`config.mk`:
```
export PLATFORM = sky130hd
export DESIGN_NAME = adder_rr_arbiter
export DESIGN_NICKNAME = d
export VERILOG_FILES = /design/src/rtl/adder_arb_pkg.sv /design/src/rtl/adder.sv /design/src/rtl/rr_picker.sv /design/src/rtl/adder_rr_arbiter.sv
export SDC_FILE = /design/constraint.sdc
export NUM_CORES = 1
export LEC_CHECK = 0
export CORE_UTILIZATION = 25
export CTS_BUF_LIST = sky130_fd_sc_hd__clkbuf_16
export DETAILED_ROUTE_END_ITERATION = 7
export HOLD_SLACK_MARGIN = 0.03
export PLACE_DENSITY = 0.61
export REMOVE_ABC_BUFFERS = 1
export SETUP_SLACK_MARGIN = 0.4
export SYNTH_ARGS = -nofsm -noshare
export SYNTH_HDL_FRONTEND = slang
export SYNTH_SLANG_ARGS = --single-unit
```
`constraint.sdc`:
```
create_clock -name clk -period 4.63 [get_ports clk]
set_clock_uncertainty 0.1 [all_clocks]
set_input_delay 0.463 -clock clk [delete_from_list [all_inputs] [get_ports clk]]
set_output_delay 0.463 -clock clk [all_outputs]
set_load 0.02 [all_outputs]
```
`src/rtl/adder_arb_pkg.sv`:
```
// Shared definitions for the round-robin adder arbiter.
//   DATA_W  : operand / result width
//   state_t : arbiter FSM states
//   rr_next : wrap-around successor of a requester index
package adder_arb_pkg;

  localparam int DATA_W = 8;

  typedef enum logic [1:0] {
    IDLE = 2'd0,
    EXEC = 2'd1,
    RESP = 2'd2
  } state_t;

  // Index following idx in a ring of n requesters.
  function automatic int unsigned rr_next(input int unsigned idx, input int unsigned n);
    if (idx + 32'd1 >= n) begin
      return 32'd0;
    end else begin
      return idx + 32'd1;
    end
  endfunction

endpackage

```
`src/rtl/adder.sv`:
```
// 8-bit Kogge-Stone prefix adder, sum mod 256 (no carry in/out).
//   a, b : operands
//   s    : (a + b) mod 256
module adder
  import adder_arb_pkg::*;
(
  input  logic [DATA_W-1:0] a,
  input  logic [DATA_W-1:0] b,
  output logic [DATA_W-1:0] s
);

  // Parallel-prefix carry computation; after the last level g[i] is the
  // group generate of bits [i:0], i.e. the carry into bit i+1.
  function automatic logic [DATA_W-1:0] ks_sum(input logic [DATA_W-1:0] x,
                                               input logic [DATA_W-1:0] y);
    logic [DATA_W-1:0] g;
    logic [DATA_W-1:0] p;
    logic [DATA_W-1:0] g_n;
    logic [DATA_W-1:0] p_n;
    g = x & y;
    p = x ^ y;
    for (int d = 1; d < DATA_W; d = d * 2) begin
      g_n = g;
      p_n = p;
      for (int i = d; i < DATA_W; i++) begin
        g_n[i] = g[i] | (p[i] & g[i-d]);
        p_n[i] = p[i] & p[i-d];
      end
      g = g_n;
      p = p_n;
    end
    return (x ^ y) ^ {g[DATA_W-2:0], 1'b0};
  endfunction

  assign s = ks_sum(a, b);

endmodule

```
`src/rtl/rr_picker.sv`:
```
// Combinational round-robin picker.
//   i_req : request vector
//   i_ptr : highest-priority index
//   o_gnt : one-hot grant (0 when nothing requested)
//   o_idx : encoded grant index
//   o_any : at least one request present
module rr_picker #(
  parameter int NUM_REQ = 4,
  parameter int ID_W    = 2
) (
  input  logic [NUM_REQ-1:0] i_req,
  input  logic [ID_W-1:0]    i_ptr,
  output logic [NUM_REQ-1:0] o_gnt,
  output logic [ID_W-1:0]    o_idx,
  output logic               o_any
);

  // Scan i_ptr, i_ptr+1, ... (mod NUM_REQ); the first hit wins.
  always_comb begin
    int c;
    c     = 0;
    o_any = 1'b0;
    o_idx = '0;
    for (int k = 0; k < NUM_REQ; k++) begin
      c = (int'(i_ptr) + k) % NUM_REQ;
      if (!o_any && i_req[c[ID_W-1:0]]) begin
        o_any = 1'b1;
        o_idx = c[ID_W-1:0];
      end else begin
        o_any = o_any;
      end
    end
    o_gnt = o_any ? (NUM_REQ'(1) << o_idx) : '0;
  end

endmodule

```
`src/rtl/adder_rr_arbiter.sv`:
```
// Shares one 8-bit adder between NUM_REQ valid/ready requesters using a
// round-robin scheduler; results return on one channel tagged by ID.
//   clk, rst_n          : clock, async active-low reset
//   req_valid/req_ready : per-requester request handshake (ready one-hot)
//   req_a, req_b        : packed operands, requester i at [8i+7:8i]
//   rsp_valid/rsp_ready : response handshake
//   rsp_data, rsp_id    : sum and owning requester
//   busy                : FSM not in IDLE
//   op_count            : completed response handshakes (wraps)
module adder_rr_arbiter
  import adder_arb_pkg::*;
#(
  parameter  int NUM_REQ = 4,
  parameter  int CNT_W   = 16,
  localparam int ID_W    = $clog2(NUM_REQ)
) (
  input  logic                      clk,
  input  logic                      rst_n,
  input  logic [NUM_REQ-1:0]        req_valid,
  output logic [NUM_REQ-1:0]        req_ready,
  input  logic [NUM_REQ*DATA_W-1:0] req_a,
  input  logic [NUM_REQ*DATA_W-1:0] req_b,
  output logic                      rsp_valid,
  input  logic                      rsp_ready,
  output logic [DATA_W-1:0]         rsp_data,
  output logic [ID_W-1:0]           rsp_id,
  output logic                      busy,
  output logic [CNT_W-1:0]          op_count
);

  state_t              r_state;
  logic [ID_W-1:0]     r_rr_ptr;
  logic [ID_W-1:0]     r_id;
  logic [DATA_W-1:0]   r_op_a;
  logic [DATA_W-1:0]   r_op_b;
  logic [DATA_W-1:0]   r_rsp_data;
  logic [ID_W-1:0]     r_rsp_id;
  logic                r_rsp_valid;
  logic                r_busy;
  logic [CNT_W-1:0]    r_op_count;

  logic [NUM_REQ-1:0]  w_gnt;
  logic [ID_W-1:0]     w_idx;
  logic                w_any;
  logic [DATA_W-1:0]   w_sum;
  logic [DATA_W-1:0]   w_a_arr [NUM_REQ];
  logic [DATA_W-1:0]   w_b_arr [NUM_REQ];

  for (genvar g = 0; g < NUM_REQ; g++) begin : g_unpack
    assign w_a_arr[g] = req_a[g*DATA_W +: DATA_W];
    assign w_b_arr[g] = req_b[g*DATA_W +: DATA_W];
  end

  rr_picker #(
    .NUM_REQ (NUM_REQ),
    .ID_W    (ID_W)
  ) u_picker (
    .i_req (req_valid),
    .i_ptr (r_rr_ptr),
    .o_gnt (w_gnt),
    .o_idx (w_idx),
    .o_any (w_any)
  );

  adder u_adder (
    .a (r_op_a),
    .b (r_op_b),
    .s (w_sum)
  );

  // Grants are only offered in IDLE; rst_n gating keeps ready low during reset.
  assign req_ready = (rst_n && (r_state == IDLE)) ? w_gnt : '0;

  assign rsp_valid = r_rsp_valid;
  assign rsp_data  = r_rsp_data;
  assign rsp_id    = r_rsp_id;
  assign busy      = r_busy;
  assign op_count  = r_op_count;

  // Arbiter FSM: grant in IDLE, compute in EXEC, hold response in RESP.
  always_ff @(posedge clk or negedge rst_n) begin
    if (!rst_n) begin
      r_state     <= IDLE;
      r_rr_ptr    <= '0;
      r_id        <= '0;
      r_op_a      <= '0;
      r_op_b      <= '0;
      r_rsp_data  <= '0;
      r_rsp_id    <= '0;
      r_rsp_valid <= 1'b0;
      r_busy      <= 1'b0;
      r_op_count  <= '0;
    end else begin
      case (r_state)
        IDLE: begin
          if (w_any) begin
            r_op_a   <= w_a_arr[w_idx];
            r_op_b   <= w_b_arr[w_idx];
            r_id     <= w_idx;
            r_rr_ptr <= ID_W'(rr_next(32'(w_idx), 32'(NUM_REQ)));
            r_state  <= EXEC;
            r_busy   <= 1'b1;
          end
        end
        EXEC: begin
          r_rsp_data  <= w_sum;
          r_rsp_id    <= r_id;
          r_rsp_valid <= 1'b1;
          r_state     <= RESP;
        end
        RESP: begin
          if (rsp_ready) begin
            r_rsp_valid <= 1'b0;
            r_op_count  <= r_op_count + CNT_W'(1);
            r_state     <= IDLE;
            r_busy      <= 1'b0;
          end
        end
        default: begin
          r_state     <= IDLE;
          r_rsp_valid <= 1'b0;
          r_busy      <= 1'b0;
        end
      endcase
    end
  end

endmodule

```
==> results.md <==
* Drt total wl at just under 8 mm
* CTS Hold Buffers Added at 0
* Delay of the slowest cell on the worst path at 0.61 ns
* Die area at 11380 µm²
* First-pass GRT wire length at about 12 mm
* CP required at about 4 ns
* R2R depth at 5
* Final cycle utilization of the critical path at 0.7266
* Postcts setup bufs at 0
* Largest net degree at the start of global routing at 51
* GRT overflow at 0
* CP max FO at 7
* Crit. End Element: primary output
* DR vias at 2479
* Die Height at 106.7 µm
* XOR/XNOR share of the synthesized area at 0.06396
* First drt pass iteration count at 8
* FF+latch count, synth at 50
* Drt wl/cell at 15.33 µm
* 1st-iter DRT viols at around 140
* Area delta synth->final at 47.24%
* Leak Pwr at between 1.5 and 2 nW
* TNS Setup at 0 ns
* # port buffers at 102
* Slew Limit Fails at 0
* Vias per std cell at 4.823
* Die width at approximately 110 µm
* CP startpoint: req_valid[3]
* Primary FF master, synth: dfrtp_1
* Worst-Skew Late Latency at 0.29 ns
* Syn. warnings at 0
* Syn Area/Cell at 9.712 µm²
* Worst hold path class: in -> async
* Post-Synth Simple-Gate Area at 0.1709
* Setup ws final at 1.266 ns
* Post-synthesis sequential area ratio at 0.4568
* Antenna violations before repair at 1
* Vias in the first global route at 2471
* Worst slew pin tran at between 0.7 and 0.8 ns
* H-Tree Depth at 2
* Final Setup Violations at 0
* RR Endpoint: r_op_b[1]$_DFFE_PN0P_
* Critical path, cell by cell: clkdlybuf4s50_1, nand2b_1, nand2_1, a221oi_1, ha_1, and3_1, clkdlybuf4s50_1
* Slew margin rel. at 0.4923
* Adder-Cell Fraction of Synth Area at 0.04842
* Crit Reg-Reg Startpoint: r_rr_ptr[1]$_DFFE_PN0P_
* Failing checks: DRC
* Pwr/cell area at 601.7 nW/µm²
* Resized cells post-CTS at 0
* Clock sink total at 50
* Initial core utilization at 0.2618
* Nets at ~460
* CP most frequent cell: clkdlybuf4s50_1
* R2R Setup Slk at 2.53 ns
* Number of flops mapped to enable cells by yosys at 0
* Post-DRT Antenna Nets at 0
* Root Driver: clkbuf_16
* Slowest CP cell: clkdlybuf4s50_1
* Main combinational cell family by area after synthesis: compound AO/OA/AOI/OAI gates
* RSZ-0062 raised after global routing: no
* Asr flop ratio synth at 1.000
* Util after Layout at 0.3854
* Arrival time at the worst endpoint at between 2 and 3 ns
* FP Rows at 37
* Maximum clock path buffer count at 2
* Fill count at between 1000 and 1500
* Mux cell area share after synthesis at 0.01964
* Core footprint at about 10000 µm²
* Dpl ws at 1.317 ns
* Post-synthesis compound-gate area fraction at 0.1937
* Setup crit end: req_ready[3]
* Post-synthesis cell area at 2739 µm²
* Fin. Hold Viols at 0
* Post-DP HPWL at 5.923 mm
* Clock transition at path regs at 0.06 ns
* Ports at 103
* Max Cap Viol at 0
* Total GRT Usage at 0.1399
* Routability congestion estimate at 0.7448
* Highest clock rate at about 300 MHz
* Yosys cell types at 46
* Clock tree from TritonCTS: built
* Synth Instances at around 280
* Crit start category: input pin
* Drt drc at 1
* Status: finished with violations
* Final Critical Period at around 3.4 ns
* Classification of the worst setup path: in -> out
* CTS Buf Count at 5
* Ratio of cells with drive above 1 in the final layout at 0.05305
* Worst vdd ir at 0.2284 mV
## cells in the mapped netlist (2+ instances only)
cell,n,share of area
a211oi_1,2,0.0055
a21o_1,3,0.0082
a21oi_1,5,0.0091
a222oi_1,16,0.058
a31oi_1,17,0.039
and3_1,6,0.014
buf_2,9,0.016
buf_6,2,0.0082
clkbuf_1,4,0.0055
dfrtp_1,50,0.46
ha_1,9,0.041
inv_1,6,0.0082
mux2_2,3,0.012
mux2i_1,2,0.0073
nand2_1,41,0.056
nand2b_1,4,0.0091
nand4_1,5,0.011
nor2_1,29,0.040
nor2b_1,3,0.0069
nor3_1,3,0.0055
nor3_2,2,0.0073
o21a_1,6,0.016
o21ai_0,13,0.024
o21ai_1,2,0.0037
xnor2_1,12,0.038
xor2_1,8,0.026
## metrics by stage
step	area (µm²)	hold WS [ns]	total power, mW	instances
floorplan	2634	0.06741	1.536	265
global placement	3841	0.3641	1.947	505
detailed placement	3841	0.3701	1.972	505
CTS	4030	0.3159	2.451	513
global route	4033	0.3370	2.630	514
finish	4033	0.2744	2.426	514
## how the worst min path moves through the flow
stage	to	slack (ns)	from
after floorplan	busy$_DFFE_PN0P_	0.07	rst_n
after global placement	rsp_data[5]$_DFFE_PN0P_	0.36	rsp_data[5]$_DFFE_PN0P_
after detailed placement	rsp_data[6]$_DFFE_PN0P_	0.37	rsp_data[6]$_DFFE_PN0P_
after CTS	op_count[3]$_DFFE_PN0P_	0.32	rst_n
after global routing	op_count[2]$_DFFE_PN0P_	0.34	rst_n
final	rsp_valid$_DFFE_PN0P_	0.27	rst_n
## critical path: cells and delay by family
family	cells	cell delay [ns]
and+or+nand+nor	3	0.47
buffers and inverters	2	1.21
AOI/OAI and AO/OA	1	0.44
adders and majority gates	1	0.22
## cells by family (layout without fill, tap and decap cells)
logic type	Yosys count	after routing
AND/OR/NAND/NOR	101	101
AO/OA/AOI/OAI	73	73
other	0	1
adder cells (fa/ha/maj)	10	10
XOR/XNOR	20	20
buffers and inverters	23	118
flip-flops	50	50
multiplexers	5	5
## cells in the final DEF, fill, tap and decap left out, types with 4 or more instances in the layout
cell             count
xor2_1               8
xnor2_1             12
dfrtp_1             50
a21oi_1              5
inv_1                6
and3_1               6
ha_1                 9
nand2b_1             4
clkdlybuf4s50_1    101
nand2_1             41
clkbuf_16            5
o21a_1               6
a222oi_1            16
o21ai_0             13
nand4_1              5
a31oi_1             17
nor2_1              29
## per-layer routing
layer | routed length (µm) | part of all wire | track usage
met1 | 3383 | 0.43 | 0.1754
met3 | 351 | 0.045 | 0.03040
met4 | 263 | 0.033 | 0.06654
met2 | 3880 | 0.49 | 0.2281
met5 | 0 | 0 | 0
## where the power goes
group / internal [mW] / leakage, nW / switching, mW
Clock: 0.308 / 0.0915 / 0.160
Combinational: 0.570 / 0.944 / 0.634
Sequential: 0.611 / 0.616 / 0.144
## cell type report
class	instances	area, µm²	area share
Sequential cell	50	1251	0.3103
Multi-Input combinational cell	209	1366	0.3388
Antenna cell	1	2.502	0.0006205
Clock inverter	3	63.81	0.01582
Inverter	6	22.52	0.005585
Tap cell	136	170.2	0.04220
Clock buffer	5	125.1	0.03103
Timing Repair Buffer	104	1031	0.2557
## registers in the layout (all words and copies together), names as in the netlist
| name | count |
|---|---|
| rsp_data | 8 |
| rsp_valid | 1 |
| busy | 1 |
| op_count | 16 |
| rsp_id | 2 |
| r_op_a | 8 |
| r_rr_ptr | 2 |
| r_op_b | 8 |
| r_id | 2 |
| r_state | 2 |
Note: power is estimated with default switching activity, not from simulation.
